**config.mk**
```make
export PLATFORM = sky130hd
export DESIGN_NAME = uart_rx
export DESIGN_NICKNAME = d
export VERILOG_FILES = /design/src/rtl/uart_pkg.sv /design/src/rtl/uart_baud_tick.sv /design/src/rtl/uart_rx.sv
export SDC_FILE = /design/constraint.sdc
export NUM_CORES = 1
export LEC_CHECK = 0
export ABC_AREA = 0
export CAP_MARGIN = 20
export CORE_UTILIZATION = 30
export CTS_CLUSTER_DIAMETER = 80
export DETAILED_ROUTE_END_ITERATION = 8
export PLACE_DENSITY_LB_ADDON = 0.12
export SLEW_MARGIN = 10
export SYNTH_ARGS = -nofsm -noshare
export SYNTH_HDL_FRONTEND = slang
export SYNTH_SLANG_ARGS = --single-unit
```
**constraint.sdc**
```tcl
create_clock -name clk -period 3.85 [get_ports clk]
set_clock_uncertainty 0.1 [all_clocks]
set_input_delay 0.385 -clock clk [delete_from_list [all_inputs] [get_ports clk]]
set_output_delay 0.385 -clock clk [all_outputs]
set_load 0.02 [all_outputs]
```
**src/rtl/uart_pkg.sv**
```systemverilog
// Shared definitions for the UART receive path; the planned transmitter reuses the same constants.
package uart_pkg;

   typedef enum logic [2:0] {
      IDLE,
      START,
      DATA,
      STOP,
      WAIT_IDLE
   } state_t;

   localparam int OVERSAMPLE = 16;
   localparam int SAMPLE_LO  = 7;
   localparam int SAMPLE_MID = 8;
   localparam int SAMPLE_HI  = 9;
   localparam int DATA_BITS  = 8;

   function automatic logic majority3(input logic a, input logic b, input logic c);
      return (a & b) | (a & c) | (b & c);
   endfunction

endpackage

```
**src/rtl/uart_baud_tick.sv**
```systemverilog
// Oversampling tick divider: one-cycle tick every TICK_DIV clocks, restartable so a
// new frame lines its sampling grid up with the detected start edge.
module uart_baud_tick #(
   parameter int TICK_DIV = 10
) (
   input  logic clk,
   input  logic rst,
   input  logic restart,
   output logic tick
);

   localparam int CW = (TICK_DIV > 1) ? $clog2(TICK_DIV) : 1;
   localparam logic [CW-1:0] LAST = CW'(TICK_DIV - 1);

   logic [CW-1:0] count;

   assign tick = (count == LAST) && !restart;

   always_ff @(posedge clk or posedge rst) begin
      if (rst) begin
         count <= '0;
      end else if (restart || count == LAST) begin
         count <= '0;
      end else begin
         count <= count + 1'b1;
      end
   end

endmodule

```
**src/rtl/uart_rx.sv**
```systemverilog
// 8N1 UART receiver with 16x oversampling and 3-sample majority vote, delivering bytes
// to the control unit only while rx_enable is high.
module uart_rx
   import uart_pkg::*;
#(
   parameter int CLK_FREQ   = 50_000_000,
   parameter int BAUD_RATE  = 115_200,
   parameter int OVERSAMPLE = 16
) (
   input  logic       clk,
   input  logic       rst,
   input  logic       rx,
   input  logic       rx_enable,
   output logic [7:0] rx_data,
   output logic       rx_valid,
   output logic       frame_error,
   output logic       rx_busy
);

   localparam int TICK_DIV = CLK_FREQ / (BAUD_RATE * OVERSAMPLE);

   if (OVERSAMPLE != uart_pkg::OVERSAMPLE) begin : g_bad_oversample
      $error("uart_rx: OVERSAMPLE must be 16");
   end
   if (TICK_DIV < 2) begin : g_bad_tick_div
      $error("uart_rx: CLK_FREQ too low for BAUD_RATE*16 (TICK_DIV < 2)");
   end

   state_t      state, state_next;
   logic        rx_meta, rxs;
   logic        armed;
   logic        restart, tick, decide, vote;
   logic        deliver, stop_fail;
   logic [3:0]  s;
   logic [1:0]  votes;
   logic [2:0]  bit_idx;
   logic [7:0]  shift;

   uart_baud_tick #(.TICK_DIV(TICK_DIV)) baud (
      .clk     (clk),
      .rst     (rst),
      .restart (restart),
      .tick    (tick)
   );

   assign decide  = tick && (s == 4'(SAMPLE_HI));
   assign vote    = majority3(votes[0], votes[1], rxs);
   assign rx_busy = (state == START) || (state == DATA) || (state == STOP);

   // Synchronizer presets high so reset looks like an idle line. armed requires a
   // high line after rx_enable rises, so a frame already in flight is never picked up mid-way.
   always_ff @(posedge clk or posedge rst) begin
      if (rst) begin
         rx_meta <= 1'b1;
         rxs     <= 1'b1;
         armed   <= 1'b0;
         state   <= IDLE;
      end else begin
         rx_meta <= rx;
         rxs     <= rx_meta;
         armed   <= rx_enable && (armed || rxs);
         state   <= state_next;
      end
   end

   always_comb begin
      state_next = state;
      restart    = 1'b0;
      deliver    = 1'b0;
      stop_fail  = 1'b0;
      case (state)
         IDLE: begin
            if (rx_enable && armed && !rxs) begin
               state_next = START;
               restart    = 1'b1;
            end
         end
         START: begin
            if (decide) state_next = vote ? IDLE : DATA;
         end
         DATA: begin
            if (decide && bit_idx == 3'(DATA_BITS - 1)) state_next = STOP;
         end
         STOP: begin
            if (decide) begin
               state_next = vote ? IDLE : WAIT_IDLE;
               deliver    = vote && rx_enable;
               stop_fail  = !vote;
            end
         end
         WAIT_IDLE: begin
            if (rxs) state_next = IDLE;
         end
         default: state_next = IDLE;
      endcase
   end

   // Sample counter, vote capture and data shift; the output pulses are registered one
   // cycle after the stop-bit decision.
   always_ff @(posedge clk or posedge rst) begin
      if (rst) begin
         s           <= '0;
         votes       <= '0;
         bit_idx     <= '0;
         shift       <= '0;
         rx_data     <= '0;
         rx_valid    <= 1'b0;
         frame_error <= 1'b0;
      end else begin
         rx_valid    <= deliver;
         frame_error <= stop_fail;
         if (restart) begin
            s <= '0;
         end else if (tick) begin
            s <= s + 1'b1;
         end
         if (tick && s == 4'(SAMPLE_LO))  votes[0] <= rxs;
         if (tick && s == 4'(SAMPLE_MID)) votes[1] <= rxs;
         if (state == START && decide) bit_idx <= '0;
         if (state == DATA && decide) begin
            shift   <= {vote, shift[7:1]};
            bit_idx <= bit_idx + 1'b1;
         end
         if (deliver) rx_data <= shift;
      end
   end

endmodule

```
==> results of run 1 <==
## routing by layer
layer | vias to the layer above | global-route usage, %
met5 | - | 0
li1 | 552 | -
met1 | 560 | 15.7
met3 | 6 | 3.22
met2 | 18 | 18.4
met4 | 0 | 5.56
## through the flow
step           hold WS (ps)  power, W  worst slack (ps)  instances  instance area [µm²]
2_1_floorplan           245  0.000417              1990        145                 1770
6_report                260  0.000753              1540        236                 2100
3_3_place_gp            248  0.000424              1680        228                 1990
3_5_place_dp            251  0.000425              1670        228                 1990
4_1_cts                 263  0.000769              1520        236                 2100
5_1_grt                 268  0.000789              1460        236                 2100
## report_power, final
group	internal [W]	total [W]	switching [W]
combinational	0.00000428	0.0000133	0.00000898
sequential	0.000401	0.000403	0.00000137
clock	0.000193	0.000337	0.000144
## critical path, stage by stage, from the launching register on
cell	delay, ps
dfrtp_1	510
or2_2	360
nor2b_1	130
clkdlybuf4s50_1	530
## sequential cells by signal, indices dropped and copies added, names as in the netlist, 2 cells and up
signal	flops
baud.count	5
bit_idx	3
rx_data	8
s	4
shift	8
state	3
votes	2
## cell type report
cell class                      instances  area [µm²]
Sequential cell                        38         953
Clock buffer                            5        68.8
Timing Repair Buffer                   16         155
Fill cell                             549        3470
Clock inverter                          3        45.0
Tap cell                               72        90.1
Inverter                                9        33.8
Multi-Input combinational cell         93         756
## logic make-up after synthesis
| family | Yosys count |
|---|---|
| XOR/XNOR | 3 |
| AO/OA/AOI/OAI | 20 |
| AND/OR/NAND/NOR | 44 |
| buffers and inverters | 14 |
| adder cells (fa/ha/maj) | 8 |
| flip-flops | 38 |
| multiplexers | 18 |
## final timing paths
| kind | startpoint | endpoint | slack [ps] | cells past startpoint |
|---|---|---|---|---|
| setup / recovery | state[0] | rx_busy | 1540 | 3 |
| hold / removal | rx_meta | rxs | 260 | 0 |
| setup reg to reg | baud.count[0] | rx_data[4] | 1690 | 5 |
| hold reg to reg | rx_meta | rxs | 260 | 0 |
| max in group asynchronous | rst | bit_idx[2] | 2440 | 3 |
| min in group asynchronous | rst | shift[6] | 460 | 2 |
## cell usage in the layout (no fill, tap or decap), types with 2 or more instances in the layout
cell             count
nand2_1              7
nand2b_1             3
mux2_1               2
mux2_2              16
clkinvlp_4           2
a21o_1               2
ha_1                 7
nor2b_1              2
dfstp_2              2
dfrtp_1             36
or4_1                2
clkbuf_8             5
a41o_1               2
nor2_1               9
clkdlybuf4s50_1     14
a21oi_1              5
or3_1                2
a211oi_1             2
xor2_1               2
buf_4                2
inv_1                9
nand3_1              4
o21ai_0              4
==> flow_metrics.env, run 1 <==
export IMPL_synth_top_family_by_area="simple AND/OR/NAND/NOR gates"
export IMPL_via_per_inst=4.81
export IMPL_cts_hold_buf=0
export IMPL_cts_num_sinks=38
export IMPL_synth_area_leader_cell="dfrtp_1"
export IMPL_syn2layout_area_growth_pct=19.1
export IMPL_die_area_um2=6200
export IMPL_rows=27
export IMPL_highest_layer="met4"
export IMPL_synthAdderAreaFrac_pct=5.53
export IMPL_synthMuxAreaShare_pct=11.5
export IMPL_status="complete, no violations"
export IMPL_vdd_drop_max_uv=215
export IMPL_yosysMostFrequentCell="dfrtp_1"
export IMPL_ios=15
export IMPL_drive_gt1_share_pct=20.7
export IMPL_crit_type="register to output port"
export IMPL_critPathLaunchType="register"
export IMPL_numCtsBuffers=5
export IMPL_synth_seq_area_share_pct=54.0
export IMPL_grt_ovfl_total=0
export IMPL_synth_simple_area_share_pct=16.6
export IMPL_synth_nets=156
export IMPL_async_flop_share_pct=100
export IMPL_finalHoldViolations=0
export IMPL_wl_met3_um=116
export IMPL_grt_usage_pct=12.0
export IMPL_synth_area_leaders="dfrtp_1 51%, mux2_2 10%, ha_1 5.0%, dfstp_2 3.0%, inv_1 1.9%"
export IMPL_crit_required_ps=3370
export IMPL_worstPathArrival_ps=1830
export IMPL_syn_inst=145
export IMPL_insertedDiodeCount=0
export IMPL_cts_buffer_depth=2
export IMPL_synth_xor_area_share_pct=1.49
export IMPL_cap_viol_max_count=0
export IMPL_cts_clk_slew_worst_paths_ps=80
export IMPL_timing_fmax_mhz=432
export IMPL_syn_avg_cell_area_um2=12.2
export IMPL_power_density_nw_per_um2=358
export IMPL_endpoint_kind="output port"
export IMPL_portBuffers=14
export IMPL_grt_max_degree=23
export IMPL_postCtsSetupBuffers=0
export IMPL_rsz0062_at_grt="no"
export IMPL_drv_slew=0
export IMPL_ys_flop_type="dfrtp_1"
export IMPL_synth_top_area_share_pct=51.0
export IMPL_drtAntennaViolNets=0
export IMPL_post_drt_wl_per_cell_um=13.4
export IMPL_wl_met2_um=1380
export IMPL_core_um2=5570
export IMPL_initial_core_util_pct=31.7
export IMPL_place_gp_congestion=0.721
export IMPL_setup_viol=0
export IMPL_drt_met1_wl_um=1590
export IMPL_die_y_um=78.7
export IMPL_grt_pass1_wl_um=5560
export IMPL_layout_min_cycle_time_ps=2310
export IMPL_synth_seq_cells=38
export IMPL_maxSlewHeadroom_pct=44.0
export IMPL_synth_edff_count=0
export IMPL_vias=1136
export IMPL_insertion_delay_ps=290
export IMPL_synth_compound_area_share_pct=7.73
export IMPL_synth_distinct_cells=43
export IMPL_die_w_um=78.7
export IMPL_dp_hpwl_um=2290
export IMPL_grt_pass1_vias=1152
export IMPL_antenna_found_initial=0
export IMPL_cp_max_fo=12
export IMPL_synth_common_cells="36 x dfrtp_1, 16 x mux2_2, 9 x inv_1, 9 x nor2_1"
export IMPL_cts_tree="yes"
export IMPL_post_cts_resize_count=0
export IMPL_netlist_area_um2=1770
export IMPL_power_leakage_nw=0.980
export IMPL_finalWirelength_um=3150
export IMPL_htreeDepth=2
export IMPL_min_period_over_period_pct=60.1
export IMPL_worstHoldPathType="register to register"
export IMPL_fin_util_pct=37.7
export IMPL_finalSetupTns_ps=0
export IMPL_fin_nets=174
export IMPL_drtIter0Drc=43
export IMPL_drc=0
export IMPL_cts_root_buf="clkbuf_8"
export IMPL_first_pass_iters=4
export IMPL_synth_warnings=0
export IMPL_worstMarginPinSlew_ps=839
Power figures use the tool's default switching activity.
==> run 2: changes to the inputs <==
==> constraint.sdc (replaced) <==
create_clock -name clk -period 2.1 [get_ports clk]
set_clock_uncertainty 0.1 [all_clocks]
set_input_delay 0.21 -clock clk [delete_from_list [all_inputs] [get_ports clk]]
set_output_delay 0.21 -clock clk [all_outputs]
set_load 0.02 [all_outputs]
==> run 2 against run 1 <==
  * Sequential share of layout area fell by 1.2 points
  * Power rose by 99%
  * Design area rose by 2.7%
  * Via count rose by 1.1%
  * Highest routed layer unchanged
  * Critical path depth rose by 3
  * Largest cell class unchanged
  * Register-to-register slack got worse by 1600 ps
  * Sequential power rose by 83%
  * Routed wire length rose by 0.86%
  * Hold slack got worse by 41 ps
  * Sequential cell count did not move
==> flow_metrics.env, run 2 (synthesized netlist as in run 1, its figures left out) <==
export IMPL_critPathLaunchType="register"
export IMPL_drtAntennaViolNets=0
export IMPL_grt_usage_pct=11.8
export IMPL_maxSlewHeadroom_pct=68.8
export IMPL_antenna_found_initial=0
export IMPL_portBuffers=14
export IMPL_power_leakage_nw=1.02
export IMPL_drv_slew=0
export IMPL_r2r_start="baud.count[0]"
export IMPL_crit_path_top_delay_cell="dfrtp_1"
export IMPL_cts_buffer_depth=2
export IMPL_via_per_inst=4.78
export IMPL_vias=1148
export IMPL_syn2layout_area_growth_pct=22.3
export IMPL_setup_viol=0
export IMPL_cts_hold_buf=0
export IMPL_finalWirelength_um=3180
export IMPL_slowest_delay_ps=410
export IMPL_crit_family="simple AND/OR/NAND/NOR gates"
export IMPL_worstHoldPathType="primary input to asynchronous set/reset pin"
export IMPL_fin_util_pct=38.7
export IMPL_cap_viol_max_count=0
export IMPL_cts_root_buf="clkbuf_8"
export IMPL_post_drt_wl_per_cell_um=13.3
export IMPL_largest_registers="rx_data (8), shift (8), baud.count (5)"
export IMPL_crit_type="register to register"
export IMPL_grt_ovfl_total=0
export IMPL_die_y_um=78.7
export IMPL_min_period_over_period_pct=93.8
export IMPL_ios=15
export IMPL_numCtsBuffers=5
export IMPL_postCtsSetupBuffers=0
export IMPL_drive_gt1_share_pct=23.2
export IMPL_die_area_um2=6200
export IMPL_rsz0062_at_grt="no"
export IMPL_dp_hpwl_um=2270
export IMPL_drtIter0Drc=63
export IMPL_core_um2=5570
export IMPL_reg2reg_slack_ps=130
export IMPL_worstMarginPinSlew_ps=468
export IMPL_cts_clk_slew_worst_paths_ps=80
export IMPL_layout_common_cells="35 x dfrtp_1, 16 x mux2_2, 13 x clkdlybuf4s50_1"
export IMPL_cts_num_sinks=38
export IMPL_drc=0
export IMPL_status="complete, no violations"
export IMPL_insertedDiodeCount=0
export IMPL_path_cells="inv_1, ha_1, nand4b_4, nor4_4, buf_4, mux2_2"
export IMPL_die_w_um=78.7
export IMPL_timing_fmax_mhz=508
export IMPL_critPathLaunch="baud.count[0]"
export IMPL_grt_pass1_wl_um=5660
export IMPL_cts_tree="yes"
export IMPL_initial_core_util_pct=31.7
export IMPL_worst_r2r_cell_count=6
export IMPL_layout_commonest_cell="dfrtp_1"
export IMPL_rows=27
export IMPL_worst_path_buf_inv=2
export IMPL_grt_pass1_vias=1180
export IMPL_htreeDepth=2
export IMPL_vdd_drop_max_uv=374
export IMPL_r2r_end="shift[2]"
export IMPL_insertion_delay_ps=290
export IMPL_cp_max_fo=13
export IMPL_first_pass_iters=4
export IMPL_crit_required_ps=2180
export IMPL_grt_max_degree=39
export IMPL_finalHoldViolations=0
export IMPL_endpoint_kind="register"
export IMPL_place_gp_congestion=0.768
export IMPL_finalSetupTns_ps=0
export IMPL_fin_nets=178
export IMPL_layout_min_cycle_time_ps=1970
export IMPL_power_density_nw_per_um2=695
export IMPL_worstPathArrival_ps=2050
run 2: metal layers:
metal | share of wire, % | vias up | GRT usage [%]
li1 | - | 554 | -
met2 | 47 | 19 | 18.3
met3 | 3.3 | 7 | 3.22
met1 | 48 | 568 | 15.6
met5 | 0 | - | 0
met4 | 1.2 | 0 | 4.44
run 2: cell type report:
type	instances	area (µm²)
clock buffer	5	68.8
clock inverter	3	68.8
fill	548	3410
inverter	9	33.8
multi-input combinational	93	756
sequential	38	955
tap	72	90.1
timing repair buffer	20	188
run 2: worst max path at each step:
stage | end | slack [ps] | depth (start not counted)
finish | shift[2] | 130 | 6
detailed placement | shift[3] | 120 | 6
global route | votes[1] | 3 | 5
global placement | shift[6] | 150 | 6
CTS | rx_busy | 10 | 3
floorplan | shift[2] | 240 | 5
run 2: worst reg2reg max path: stages (launching register included):
cell	delay [ps]
dfrtp_1	410
inv_1	70
ha_1	200
nand4b_4	220
nor4_4	310
buf_4	210
mux2_2	340
run 2: power by group:
part           switching [W]  internal [W]  leakage, nW
clock network       0.000263      0.000476       0.0683
logic              0.0000159    0.00000786        0.446
registers         0.00000247      0.000736        0.503
total               0.000281       0.00122         1.02
run 2: per-stage QoR:
stage / power (W) / instances / setup WS, ps / hold WS (ps) / cell area [µm²]
floorplan: 0.000765 / 145 / 244 / 114 / 1770
global placement: 0.000777 / 232 / 149 / 248 / 2020
detailed placement: 0.000778 / 232 / 125 / 247 / 2020
CTS: 0.00153 / 240 / 13.4 / 218 / 2160
global route: 0.00156 / 240 / 3.26 / 214 / 2160
finish: 0.00150 / 240 / 130 / 220 / 2160
run 2: timing repair:
item	CTS	global route
setup endpoints to repair	1	1
pin swaps	0	0
resized for setup	1	1
endpoints found under the hold margin	0	0
==> run 3: changes to the inputs <==
--- a/config.mk
+++ b/config.mk
@@ -6,6 +6,7 @@
 export NUM_CORES = 1
 export LEC_CHECK = 0
 export ABC_AREA = 0
+export ABC_CLOCK_PERIOD_IN_PS = 2100
 export CAP_MARGIN = 20
 export CORE_UTILIZATION = 30
 export CTS_CLUSTER_DIAMETER = 80
==> results of run 3 <==
The final DEF is identical to that of run 2; final timing and power are the same.
